[src/rtl/serial_nibble_adder_16bit_pkg.sv]
// Shared definitions for the nibble-serial adder: FSM encoding and slice width.
package serial_nibble_adder_16bit_pkg;

  localparam int NIBBLE_W = 4;

  typedef enum logic [1:0] {
    IDLE = 2'b00,
    RUN  = 2'b01,
    DONE = 2'b10
  } state_t;

endpackage

[src/rtl/serial_nibble_adder_16bit_if.sv]
// Operand/result handshake bundle for the nibble-serial adder.
interface serial_nibble_adder_16bit_if
  import serial_nibble_adder_16bit_pkg::*;
#(
  parameter int NIBBLES = 4
);
  localparam int W = NIBBLE_W * NIBBLES;

  logic         in_valid;
  logic         in_ready;
  logic [W-1:0] a;
  logic [W-1:0] b;
  logic         cin;
  logic         out_valid;
  logic         out_ready;
  logic [W-1:0] sum;
  logic         cout;
  logic         ovf;

  modport master (
    output in_valid, a, b, cin, out_ready,
    input  in_ready, out_valid, sum, cout, ovf
  );

  modport slave (
    input  in_valid, a, b, cin, out_ready,
    output in_ready, out_valid, sum, cout, ovf
  );

endinterface

[src/rtl/serial_nibble_adder_16bit_slice.sv]
// Combinational 4-bit adder slice reused on every RUN cycle.
module nibble_adder_slice
  import serial_nibble_adder_16bit_pkg::*;
(
  input  logic [NIBBLE_W-1:0] a,
  input  logic [NIBBLE_W-1:0] b,
  input  logic                cin,
  output logic [NIBBLE_W-1:0] sum,
  output logic                cout
);

  assign {cout, sum} = {1'b0, a} + {1'b0, b} + {{NIBBLE_W{1'b0}}, cin};

endmodule

[src/rtl/serial_nibble_adder_16bit.sv]
// Nibble-serial W-bit adder: one 4-bit slice per cycle, result held until taken.
module serial_nibble_adder_16bit
  import serial_nibble_adder_16bit_pkg::*;
#(
  parameter int NIBBLES = 4
)(
  input  logic                        clk,
  input  logic                        rst_n,
  serial_nibble_adder_16bit_if.slave  bus
);

  localparam int W     = NIBBLE_W * NIBBLES;
  localparam int IDX_W = (NIBBLES > 1) ? $clog2(NIBBLES) : 1;
  localparam logic [IDX_W-1:0] LAST = IDX_W'(NIBBLES - 1);

  state_t              state;
  logic [IDX_W-1:0]    idx;
  logic                carry;
  logic [W-1:0]        a_q;
  logic [W-1:0]        b_q;
  logic [W-1:0]        sum_q;
  logic                cout_q;
  logic                ovf_q;

  logic [NIBBLE_W-1:0] slice_a;
  logic [NIBBLE_W-1:0] slice_b;
  logic [NIBBLE_W-1:0] slice_sum;
  logic                slice_cout;

  always_comb begin
    slice_a = a_q[idx*NIBBLE_W +: NIBBLE_W];
    slice_b = b_q[idx*NIBBLE_W +: NIBBLE_W];
  end

  nibble_adder_slice u_slice (
    .a    (slice_a),
    .b    (slice_b),
    .cin  (carry),
    .sum  (slice_sum),
    .cout (slice_cout)
  );

  always_ff @(posedge clk or negedge rst_n) begin
    if (!rst_n) begin
      state  <= IDLE;
      idx    <= '0;
      carry  <= 1'b0;
      a_q    <= '0;
      b_q    <= '0;
      sum_q  <= '0;
      cout_q <= 1'b0;
      ovf_q  <= 1'b0;
    end else begin
      case (state)
        IDLE: begin
          if (bus.in_valid) begin
            a_q   <= bus.a;
            b_q   <= bus.b;
            carry <= bus.cin;
            idx   <= '0;
            sum_q <= '0;
            state <= RUN;
          end
        end
        RUN: begin
          sum_q[idx*NIBBLE_W +: NIBBLE_W] <= slice_sum;
          carry <= slice_cout;
          idx   <= idx + 1'b1;
          if (idx == LAST) begin
            state  <= DONE;
            cout_q <= slice_cout;
            // Final MSB comes straight from the slice; sum_q is not yet updated.
            ovf_q  <= (a_q[W-1] == b_q[W-1]) && (slice_sum[NIBBLE_W-1] != a_q[W-1]);
          end
        end
        DONE: begin
          if (bus.out_ready) state <= IDLE;
        end
        default: state <= IDLE;
      endcase
    end
  end

  assign bus.in_ready  = (state == IDLE);
  assign bus.out_valid = (state == DONE);
  assign bus.sum       = sum_q;
  assign bus.cout      = cout_q;
  assign bus.ovf       = ovf_q;

endmodule

[src/flat_wrapper.sv]
// flat-port wrapper written by rule: the top's interface ports become plain ports
module serial_nibble_adder_16bit_flat import serial_nibble_adder_16bit_pkg::*;
#(
  parameter int NIBBLES = 4
)
  (clk, rst_n, bus_in_valid, bus_a, bus_b, bus_cin, bus_out_ready, bus_in_ready, bus_out_valid, bus_sum, bus_cout, bus_ovf);
  serial_nibble_adder_16bit_if #(.NIBBLES(NIBBLES)) bus_i ();
  input  logic clk;
  input  logic rst_n;
  input wire logic [$bits(bus_i.in_valid)-1:0] bus_in_valid;
  input wire logic [$bits(bus_i.a)-1:0] bus_a;
  input wire logic [$bits(bus_i.b)-1:0] bus_b;
  input wire logic [$bits(bus_i.cin)-1:0] bus_cin;
  input wire logic [$bits(bus_i.out_ready)-1:0] bus_out_ready;
  output wire logic [$bits(bus_i.in_ready)-1:0] bus_in_ready;
  output wire logic [$bits(bus_i.out_valid)-1:0] bus_out_valid;
  output wire logic [$bits(bus_i.sum)-1:0] bus_sum;
  output wire logic [$bits(bus_i.cout)-1:0] bus_cout;
  output wire logic [$bits(bus_i.ovf)-1:0] bus_ovf;
  assign bus_i.in_valid = bus_in_valid;
  assign bus_i.a = bus_a;
  assign bus_i.b = bus_b;
  assign bus_i.cin = bus_cin;
  assign bus_i.out_ready = bus_out_ready;
  assign bus_in_ready = bus_i.in_ready;
  assign bus_out_valid = bus_i.out_valid;
  assign bus_sum = bus_i.sum;
  assign bus_cout = bus_i.cout;
  assign bus_ovf = bus_i.ovf;
  serial_nibble_adder_16bit #(.NIBBLES(NIBBLES)) u_core (.clk(clk), .rst_n(rst_n), .bus(bus_i));
endmodule
[config.mk]
export PLATFORM = sky130hd
export DESIGN_NAME = serial_nibble_adder_16bit_flat
export DESIGN_NICKNAME = d
export VERILOG_FILES = /design/src/rtl/serial_nibble_adder_16bit_pkg.sv /design/src/rtl/serial_nibble_adder_16bit_if.sv /design/src/rtl/serial_nibble_adder_16bit_slice.sv /design/src/rtl/serial_nibble_adder_16bit.sv /design/src/flat_wrapper.sv
export SDC_FILE = /design/constraint.sdc
export NUM_CORES = 1
export LEC_CHECK = 0
export ABC_AREA = 1
export BUFFER_PORTS_ARGS = -buffer_cell sky130_fd_sc_hd__buf_2
export CORE_ASPECT_RATIO = 0.9
export CORE_UTILIZATION = 40
export DETAILED_ROUTE_END_ITERATION = 10
export PLACE_DENSITY = 0.72
export SYNTH_ARGS = -nofsm -noshare
export SYNTH_HDL_FRONTEND = slang
export SYNTH_HIERARCHICAL = 1
export SYNTH_SLANG_ARGS = --single-unit
[constraint.sdc]
create_clock -name clk -period 3.1 [get_ports clk]
set_input_delay 0.62 -clock clk [delete_from_list [all_inputs] [get_ports clk]]
set_output_delay 0.62 -clock clk [all_outputs]
set_load 0.01 [all_outputs]
==> results of run 1 <==
==> report_power, final <==
| part | total, W | leakage [nW] | switching [W] | internal, W |
|---|---|---|---|---|
| clock | 0.000350 | 0.0371 | 0.000199 | 0.000151 |
| sequential | 0.00123 | 0.706 | 0.000199 | 0.00103 |
| combinational | 0.00199 | 0.995 | 0.00129 | 0.000702 |
| total | 0.00357 | 1.74 | 0.00169 | 0.00188 |
==> cell type report <==
type                       count  area share, %
timing repair buffer          61           10.0
multi-input combinational    246           37.3
clock buffer                   6           2.29
tap                           90           3.56
sequential                    55           43.5
inverter                      28           3.32
==> worst max-delay path: stages (launching register included) <==
cell and delay (ns):
dfrtp_1 0.56, clkinv_1 0.39, a21oi_1 0.20, o21ai_0 0.10
nand2_1 0.10, fa_1 0.22, inv_1 0.06, fa_1 0.39
xnor2_1 0.22, nand2_1 0.11, nor2_1 0.12, inv_1 0.05
o21ai_1 0.11
==> per-layer routing <==
metal | track usage (%) | wire [um] | share of wire [%] | vias to the layer above
met5 | 0 | 0 | 0 | -
met4 | 4.76 | 44 | 0.74 | 0
met3 | 3.46 | 258 | 4.4 | 4
met2 | 28.4 | 2520 | 43 | 57
met1 | 27.4 | 3100 | 52 | 1033
li1 | - | - | - | 1191
==> state kept, by name (all words and copies together), names as in the netlist <==
signal           flops
u_core/bus.sum      16
u_core/bus.cout      1
u_core/b_q          16
u_core/bus.ovf       1
u_core/carry         1
u_core/state         2
u_core/a_q          16
u_core/idx           2
==> stage by stage <==
step                      setup slack [ns]  hold slack (ns)  instances
final                                0.397            0.433        486
after global routing                 0.106            0.502        486
after CTS                            0.412            0.463        486
after detailed placement             0.439            0.457        480
after global placement               0.524            0.456        480
after floorplan                      0.661            0.324        343
==> cell usage in the layout, fill, tap and decap left out <==
cell	count
nand3_2	2
dfrtp_1	55
nand3_1	18
clkbuf_8	5
o211ai_1	1
buf_4	5
buf_2	56
nor2_2	1
o31ai_1	1
xnor2_1	1
inv_1	25
inv_2	2
nand2_1	130
fa_1	2
clkbuf_1	1
nor2_4	1
nor2_1	24
o21ai_0	30
a21oi_1	9
ha_1	9
o21ai_1	8
o21a_1	1
nand4_1	5
clkinv_1	1
nand2_2	2
nand3b_2	1
==> cell families after synthesis <==
| group | after synthesis | synth area share, % |
|---|---|---|
| DFF | 55 | 49.9 |
| buffers and inverters | 42 | 7.35 |
| AOI/OAI and AO/OA | 50 | 9.34 |
| xor gates and xnor gates | 1 | 0.318 |
| adders and majority gates | 11 | 5.53 |
| and+or+nand+nor | 184 | 27.6 |
==> final timing paths <==
path / start / endpoint
worst max-delay path: u_core/idx[1]$_DFFE_PN0P_ / u_core/bus.sum[6]$_DFFE_PN0P_
worst min-delay path: rst_n / u_core/bus.sum[0]$_DFFE_PN0P_
worst max register to register: u_core/idx[1]$_DFFE_PN0P_ / u_core/bus.sum[6]$_DFFE_PN0P_
worst min register to register: u_core/bus.sum[3]$_DFFE_PN0P_ / u_core/bus.sum[3]$_DFFE_PN0P_
max in group asynchronous: rst_n / u_core/b_q[2]$_DFFE_PN0P_
min in group clk: u_core/bus.sum[3]$_DFFE_PN0P_ / u_core/bus.sum[3]$_DFFE_PN0P_
==> run metrics, run 1 <==
DR WL/cell=around 12 um; Syn Inst Count=343; Die ar.=~7200 um2; Yosys top cell by area=dfrtp_1; Synthesis Warnings=6; clock buffer count from CTS=5; Setup TNS=0 ns; max capacitance violation total=0; antenna-violating nets left=0; crit start category=flip-flop; critical path class=flip-flop to flip-flop; clock skew=roughly 0.0058 ns; worst skew pair latency=between 0.2 and 0.3 ns; fmax=between 0.3 and 0.4 GHz; Final Power=between 0.003 and 0.004 W; GP Congestion=slightly below 0.9; R2R depth=12; multi-input logic area=between 1000 and 1500 um2; ant diodes=0; # hold bufs at CTS=0; Post-synth EDFFs=0; Mean Syn Cell Area=approximately 8.0 um2; Worst Path Arrival=2.93 ns; clock tree sinks=55; RSZ-0062 raised after global routing=false; max_slew headroom=between 50% and 60%; Tightest Pin Transition=roughly 0.67 ns; status=completed; vias in the first global route=approximately 2300; Core Rows=28; total track usage=about a fifth; static leakage=between 1.5 and 2 nW; Resize count post-CTS=0; CTS tree=built; ys flop type=dfrtp_1; fin crit period=about 2.7 ns; number of I/O port buffers=56; Clock transition at path regs=about 0.090 ns; CP Capture Type=flip-flop; CTS root buffer=clkbuf_8; worst min-delay path category=input port to async pin; maximum vdd ir drop=0.473 mV; P per Cell Area=roughly 1100 nW/um2; drt first pass iters=4; most common cell in the netlist=nand2_1; placed inst area=3090 um2; post-CTS setup buffers=0; Net Count, Synth=391; layout cells sized above 1=a little under a fifth; Final #Nets=roughly 450; largest net degree at the start of global routing=56; first-pass GRT wire length=a little over 10000 um; Yosys reg bits=55; initial DRC count=around 180; most instantiated cells after synthesis=nand2_1 (130), dfrtp_1 (55), o21ai_0 (30); Final period util=between 80% and 90%; Max clock buf depth=2; area occupied by registers=approximately 1400 um2; via-per-instance ratio=4.70; Yosys top cell area share=between 40% and 50%; Fin. Hold Viols=0; Post-Syn Area=approximately 2800 um2; crit-path max FO=12; Initial Utilization=41.7%; Slew Viols, Final=0; Core ar.=~6600 um2; Synth area leaders=dfrtp_1 (50%), nand2_1 (18%), o21ai_0 (5.4%), ha_1 (4.1%), inv_1 (3.4%); fin area=3160 um2; HPWL reported at the end of detailed placement=4410 um; Unique masters post-synth=25; IO Pins=57; Syn-to-layout area delta=14.7%; total global routing overflow=0; CTS H-tree lvls=2; R2R setup slack=0.40 ns; Seq/Total Area, Yosys=between 40 and 50%; chip height=a little over 80 um; Post-synth ARST share=100%; Die W=approximately 90 um; Final Util=~48%; setup violation total in the final timing report=0; DR vias=between 2000 and 2500; DRC=0; critical path required time=approximately 3.3 ns; initial antenna violation count=0; Filler cells=a little under 700; final WL=5930 um
(Power assumes the default switching activity.)
==> run 2: changes to the inputs <==
--- a/config.mk
+++ b/config.mk
@@ -8,9 +8,10 @@
 export ABC_AREA = 1
 export BUFFER_PORTS_ARGS = -buffer_cell sky130_fd_sc_hd__buf_2
 export CORE_ASPECT_RATIO = 0.9
-export CORE_UTILIZATION = 40
+export CORE_UTILIZATION = 54
 export DETAILED_ROUTE_END_ITERATION = 10
-export PLACE_DENSITY = 0.72
+export MAX_ROUTING_LAYER = met4
+export PLACE_DENSITY = 0.9
 export SYNTH_ARGS = -nofsm -noshare
 export SYNTH_HDL_FRONTEND = slang
 export SYNTH_HIERARCHICAL = 1
==> run metrics, run 2 (synthesis results as in run 1) <==
Core ar.=~4900 um2; crit start category=flip-flop; CP Capture Type=flip-flop; GP Congestion=slightly above 0.9; largest net degree at the start of global routing=42; final WL=6050 um; crit path cell chain=clkinvlp_4 -> a21oi_1 -> o21ai_0 -> nand2_1 -> fa_1 -> inv_1 -> fa_1 -> xnor2_1 -> nand2_1 -> nor2_1 -> inv_1 -> o21ai_1; static leakage=1.74 nW; crit-path max FO=12; area occupied by registers=roughly 1400 um2; total track usage=roughly a quarter; via-per-instance ratio=between 5 and 6; # hold bufs at CTS=0; Final period util=86.2%; number of I/O port buffers=56; critical path required time=3.34 ns; multi-input logic area=around 1200 um2; status=completed; initial DRC count=about 160; Die W=around 77 um; Setup TNS=0 ns; Final #Nets=between 400 and 500; Core Rows=24; clock skew=0.00662 ns; setup violation total in the final timing report=0; CP delay by family, top=adder cells; Die ar.=5400 um2; Syn-to-layout area delta=14.1%; first-pass GRT wire length=10500 um; HPWL reported at the end of detailed placement=approximately 4500 um; clock buffer count from CTS=5; ant diodes=0; commonest non-fill, non-tap cell in the layout=nand2_1; reg2reg end=u_core/bus.sum[6]$_DFFE_PN0P_; critical path class=flip-flop to flip-flop; Clock transition at path regs=~0.09 ns; maximum vdd ir drop=about 0.45 mV; total global routing overflow=0; IO Pins=between 50 and 60; CTS H-tree lvls=2; Max clock buf depth=2; CTS root buffer=clkbuf_8; Filler cells=432; DR WL/cell=roughly 13 um; Tightest Pin Transition=0.600 ns; max_slew headroom=around three fifths; Fin. Hold Viols=0; P per Cell Area=1160 nW/um2; fin crit period=2.67 ns; CP max-delay cell=dfrtp_2; Initial Utilization=between 50% and 60%; Resize count post-CTS=0; R2R setup slack=0.43 ns; commonest non-fill, non-tap cells in the layout=nand2_1 (130), buf_2 (56), dfrtp_1 (54); clock tree sinks=55; DRC=0; vias in the first global route=2377; layout cells sized above 1=19.6%; post-CTS setup buffers=0; pre-CTS WS=roughly 0.4 ns; drt first pass iters=4; Final Power=between 0.003 and 0.004 W; Buf/Inv on CP=3; reg2reg start=u_core/idx[1]$_DFFE_PN0P_; initial antenna violation count=0; DR vias=roughly 2400; Worst Path Arrival=2.91 ns; R2R depth=12; fmax=0.374 GHz; chip height=approximately 70 um; worst min-delay path category=input port to async pin; worst skew pair latency=about 0.31 ns; Slew Viols, Final=0; RSZ-0062 raised after global routing=false; Worst Setup Slack, final=0.428 ns; Critical Path Source=u_core/idx[1]$_DFFE_PN0P_; CTS tree=built; max incr delay on CP=0.51 ns; Crit. path cell count=12; max capacitance violation total=0; antenna-violating nets left=0
[run 2: cell types whose count changed in the layout (fill, tap and decap cells not counted)]
cell | previous run | this run
clkinv_1 | 1 | 0
clkbuf_1 | 1 | 2
clkinvlp_4 | 0 | 1
clkinv_2 | 0 | 1
dfrtp_1 | 55 | 54
dfrtp_2 | 0 | 1
[run 2: cell type report]
type / instances / share of cell area (%)
Timing Repair Buffer: 61 / 10.1
Clock buffer: 7 / 2.43
Clock inverter: 1 / 0.159
Multi-Input combinational cell: 246 / 37.5
Sequential cell: 55 / 43.8
Tap cell: 65 / 2.58
Inverter: 28 / 3.46
[run 2: where the power goes]
part / total, W / switching, W / internal (W)
clock: 0.000373 / 0.000214 / 0.000159
sequential: 0.00123 / 0.000199 / 0.00103
combinational: 0.00205 / 0.00134 / 0.000713
[run 2: per-layer routing]
layer,vias to the layer above,GRT usage (%),share of wire (%)
li1,1193,-,-
met1,1102,33.0,46
met2,77,39.4,47
met3,14,5.53,5.8
met4,0,10.3,1.9
met5,-,-,0
[run 2: through the flow]
| step | util, % | hold WS, ns | area, um2 | cells |
|---|---|---|---|---|
| 2_1_floorplan | - | 0.324 | 2760 | 343 |
| 3_3_place_gp | 62.9 | 0.452 | 3060 | 455 |
| 3_5_place_dp | 62.9 | 0.465 | 3060 | 455 |
| 4_1_cts | 64.6 | 0.316 | 3140 | 463 |
| 5_1_grt | 64.7 | 0.345 | 3150 | 463 |
| 6_report | 64.7 | 0.308 | 3150 | 463 |
[run 2: how the worst max path moves through the flow]
| stage | slack (ns) | end |
|---|---|---|
| 4_1_cts | 0.22 | u_core/bus.sum[6]$_DFFE_PN0P_ |
| 6_report | 0.43 | u_core/bus.sum[6]$_DFFE_PN0P_ |
| 3_5_place_dp | 0.41 | u_core/bus.sum[6]$_DFFE_PN0P_ |
| 3_3_place_gp | 0.54 | u_core/bus.sum[6]$_DFFE_PN0P_ |
| 5_1_grt | 0.17 | u_core/bus.sum[6]$_DFFE_PN0P_ |
| 2_1_floorplan | 0.66 | u_core/bus.sum[5]$_DFFE_PN0P_ |
==> run 3: changes to the inputs <==
--- a/config.mk
+++ b/config.mk
@@ -5,11 +5,11 @@
 export SDC_FILE = /design/constraint.sdc
 export NUM_CORES = 1
 export LEC_CHECK = 0
-export ABC_AREA = 1
 export BUFFER_PORTS_ARGS = -buffer_cell sky130_fd_sc_hd__buf_2
 export CORE_ASPECT_RATIO = 0.9
 export CORE_UTILIZATION = 54
 export DETAILED_ROUTE_END_ITERATION = 10
+export GPL_TIMING_DRIVEN = 0
 export MAX_ROUTING_LAYER = met4
 export PLACE_DENSITY = 0.9
 export SYNTH_ARGS = -nofsm -noshare
==> run metrics, run 3 <==
max capacitance violation total=0; Post-synth ARST share=100%; first-pass GRT wire length=a little over 9000 um; Synth area leaders=dfrtp_1 (52%), nand2_1 (15%), mux4_2 (6.8%), a22o_1 (4.9%), ha_1 (4.2%); pre-CTS WS=0.0930 ns; number of I/O port buffers=56; CTS tree=built; DRC=0; crit-path max FO=10; total track usage=24.2%; Clock transition at path regs=around 0.090 ns; fmax=0.357 GHz; Net Count, Synth=between 200 and 300; worst min-delay path category=flip-flop to flip-flop; multi-input logic area=1190 um2; CTS root buffer=clkbuf_8; P_sw=0.00157 W; area occupied by registers=1380 um2; maximum vdd ir drop=~0.53 mV; Yosys top cell area share=slightly above 50%; ant diodes=0; Post-Syn Area=2660 um2; Initial Utilization=about three fifths; critical path class=flip-flop to flip-flop; largest family of logic cells by synthesized area=simple AND/OR/NAND/NOR gates; Syn Inst Count=about 250; Core Rows=23; drt first pass iters=4; via-per-instance ratio=~5.2; commonest non-fill, non-tap cells in the layout=nand2_1 (105), buf_2 (63), dfrtp_1 (54); Unique masters post-synth=32; Yosys reg bits=55; Worst Path Arrival=3.00 ns; mux share of post-synthesis cell area=7.63%; max incr delay on CP=approximately 0.56 ns; clock buffer count from CTS=5; critical path required time=3.30 ns; Gate power share=55.3%; xor/xnor share of the synthesized area=less than 1%; ys flop type=dfrtp_1; RSZ-0062 raised after global routing=false; max_slew headroom=21.3%; P per Cell Area=roughly 1200 nW/um2; setup violation total in the final timing report=0; fin cells=roughly 380; CP delay by family, top=multiplexers; GP Congestion=roughly 0.85; worst skew pair latency=~0.31 ns; Filler cells=363; Max clock buf depth=2; Compound-Gate Fraction of Synth Area=8.62%; CP Capture Type=flip-flop; layout cells sized above 1=between 30% and 40%; crit start category=flip-flop; internal power=roughly 0.0021 W; initial antenna violation count=0; Worst Setup Slack, final=~0.3 ns; Buf/Inv on CP=1; CTS H-tree lvls=2; chip height=about 70 um; clock share of power=around 11%; CP max-delay cell=mux4_2; Slew Viols, Final=0; Fin. Hold Viols=0; crit path cell chain=buf_4 -> mux4_2 -> fa_1 -> a21o_1 -> a21oi_2 -> xnor2_2 -> nand2b_1 -> o22ai_1 -> mux2_2; # hold bufs at CTS=0; Tightest Pin Transition=roughly 1.2 ns; Die W=75.9 um; IO Pins=between 50 and 60; Seq/Total Area, Yosys=51.8%; clock tree sinks=between 50 and 60; Setup TNS=0 ns; fin crit period=approximately 2.8 ns; Final period util=between 90% and 100%; Placed Cells incl. Taps=367; largest net degree at the start of global routing=56; vias in the first global route=1981; final WL=approximately 5300 um; commonest non-fill, non-tap cell in the layout=nand2_1; Die ar.=between 5000 and 6000 um2; Syn-to-layout area delta=17.4%; Core ar.=roughly 4600 um2; Mean Syn Cell Area=10.7 um2; total global routing overflow=0; clock skew=a little under 0.007 ns; Final #Nets=between 300 and 400; HPWL reported at the end of detailed placement=3930 um; post-synthesis simple-gate area fraction=between 20% and 30%; Yosys top cell by area=dfrtp_1; static leakage=around 1.7 nW; DR WL/cell=roughly 14 um; antenna-violating nets left=0; Synth Area in Adders=around 5.7%; Net Sw Frac=42.9%; share of power burned in registers=33.5%; most instantiated cells after synthesis=nand2_1 (105), dfrtp_1 (55), a22o_1 (15); post-CTS setup buffers=0; Synthesis Warnings=6; DR vias=roughly 2000; initial DRC count=81; Post-synth EDFFs=0; status=completed; most common cell in the netlist=nand2_1; Final Power=between 0.003 and 0.004 W
[run 3: cell count changes after synthesis, moves of 8 or more]
cell     previous run  this run
inv_1              25         8
o21ai_1             8         0
nand2_1           130       105
o21ai_0            30         4
nand3_1            18         2
a21oi_1             9         0
a22o_1              0        15
nor2_1             24         1
mux4_2              0         8
[run 3: metal layers]
layer	routed length [um]	share of wire (%)	track usage, %	vias to the layer above
met1	2270	43	28.1	936
met5	0	0	-	-
met4	93	1.8	11.1	0
li1	-	-	-	959
met3	241	4.6	4.61	10
met2	2690	51	42.3	62
[run 3: worst reg2reg max path, delay by kind of cell, from the launching register on]
| kind | cells | cell delay (ns) |
|---|---|---|
| AOI/OAI and AO/OA | 3 | 0.45 |
| muxes | 2 | 0.83 |
| and+or+nand+nor | 1 | 0.10 |
| buffers and inverters | 1 | 0.25 |
| adders and majority gates | 1 | 0.45 |
| DFF | 1 | 0.47 |
| xor gates and xnor gates | 1 | 0.15 |
[run 3: timing repair]
action,4_1_cts,5_1_grt
endpoints found under the hold margin,0,0
resized for setup,0,4
endpoints found under the setup margin,0,1
[run 3: cell families (layout without fill, tap and decap cells)]
kind of cell               count (synthesis)  count (layout)
buffers and inverters                     19              83
DFF                                       55              55
muxes                                     10              10
xor gates and xnor gates                   2               2
AOI/OAI and AO/OA                         29              29
adders and majority gates                 11              11
and+or+nand+nor                          123             123
[run 3: through the flow]
stage | hold slack (ns) | utilization [%] | cell area, um2
6_report | 0.481 | 68.1 | 3120
2_1_floorplan | 0.324 | - | 2660
5_1_grt | 0.477 | 68.1 | 3120
4_1_cts | 0.481 | 67.9 | 3110
3_3_place_gp | 0.454 | 65.8 | 3010
3_5_place_dp | 0.461 | 65.8 | 3010
[run 3: area by class of cell]
cell class	count	area share [%]
flip-flops and latches	55	44.2
multi-input cells	175	38.2
repair buffers	56	8.99
clock buffers	7	2.77
well taps	62	2.49
plain buffers	11	2.13
inverters	8	0.963
clock inverters	1	0.281
[run 3: final timing paths]
check	to	depth (start not counted)	slack [ns]	from
setup / recovery	u_core/bus.ovf$_DFFE_PN0P_	9	0.30	u_core/idx[0]$_DFFE_PN0P_
hold / removal	u_core/b_q[3]$_DFFE_PN0P_	2	0.48	u_core/b_q[3]$_DFFE_PN0P_
setup reg to reg	u_core/bus.ovf$_DFFE_PN0P_	9	0.30	u_core/idx[0]$_DFFE_PN0P_
hold reg to reg	u_core/b_q[3]$_DFFE_PN0P_	2	0.48	u_core/b_q[3]$_DFFE_PN0P_
max in group asynchronous	u_core/idx[0]$_DFFE_PN0P_	1	1.76	rst_n
min in group asynchronous	u_core/bus.sum[10]$_DFFE_PN0P_	1	0.55	rst_n
[run 3: power by group through the flow]
stage                     combinational (W)  sequential [W]  clock (W)
after floorplan                     0.00142         0.00123          0
after global placement              0.00190         0.00122          0
after detailed placement            0.00197         0.00124          0
after CTS                           0.00198         0.00122   0.000418
after global routing                0.00224         0.00127   0.000450
final                               0.00202         0.00123   0.000407
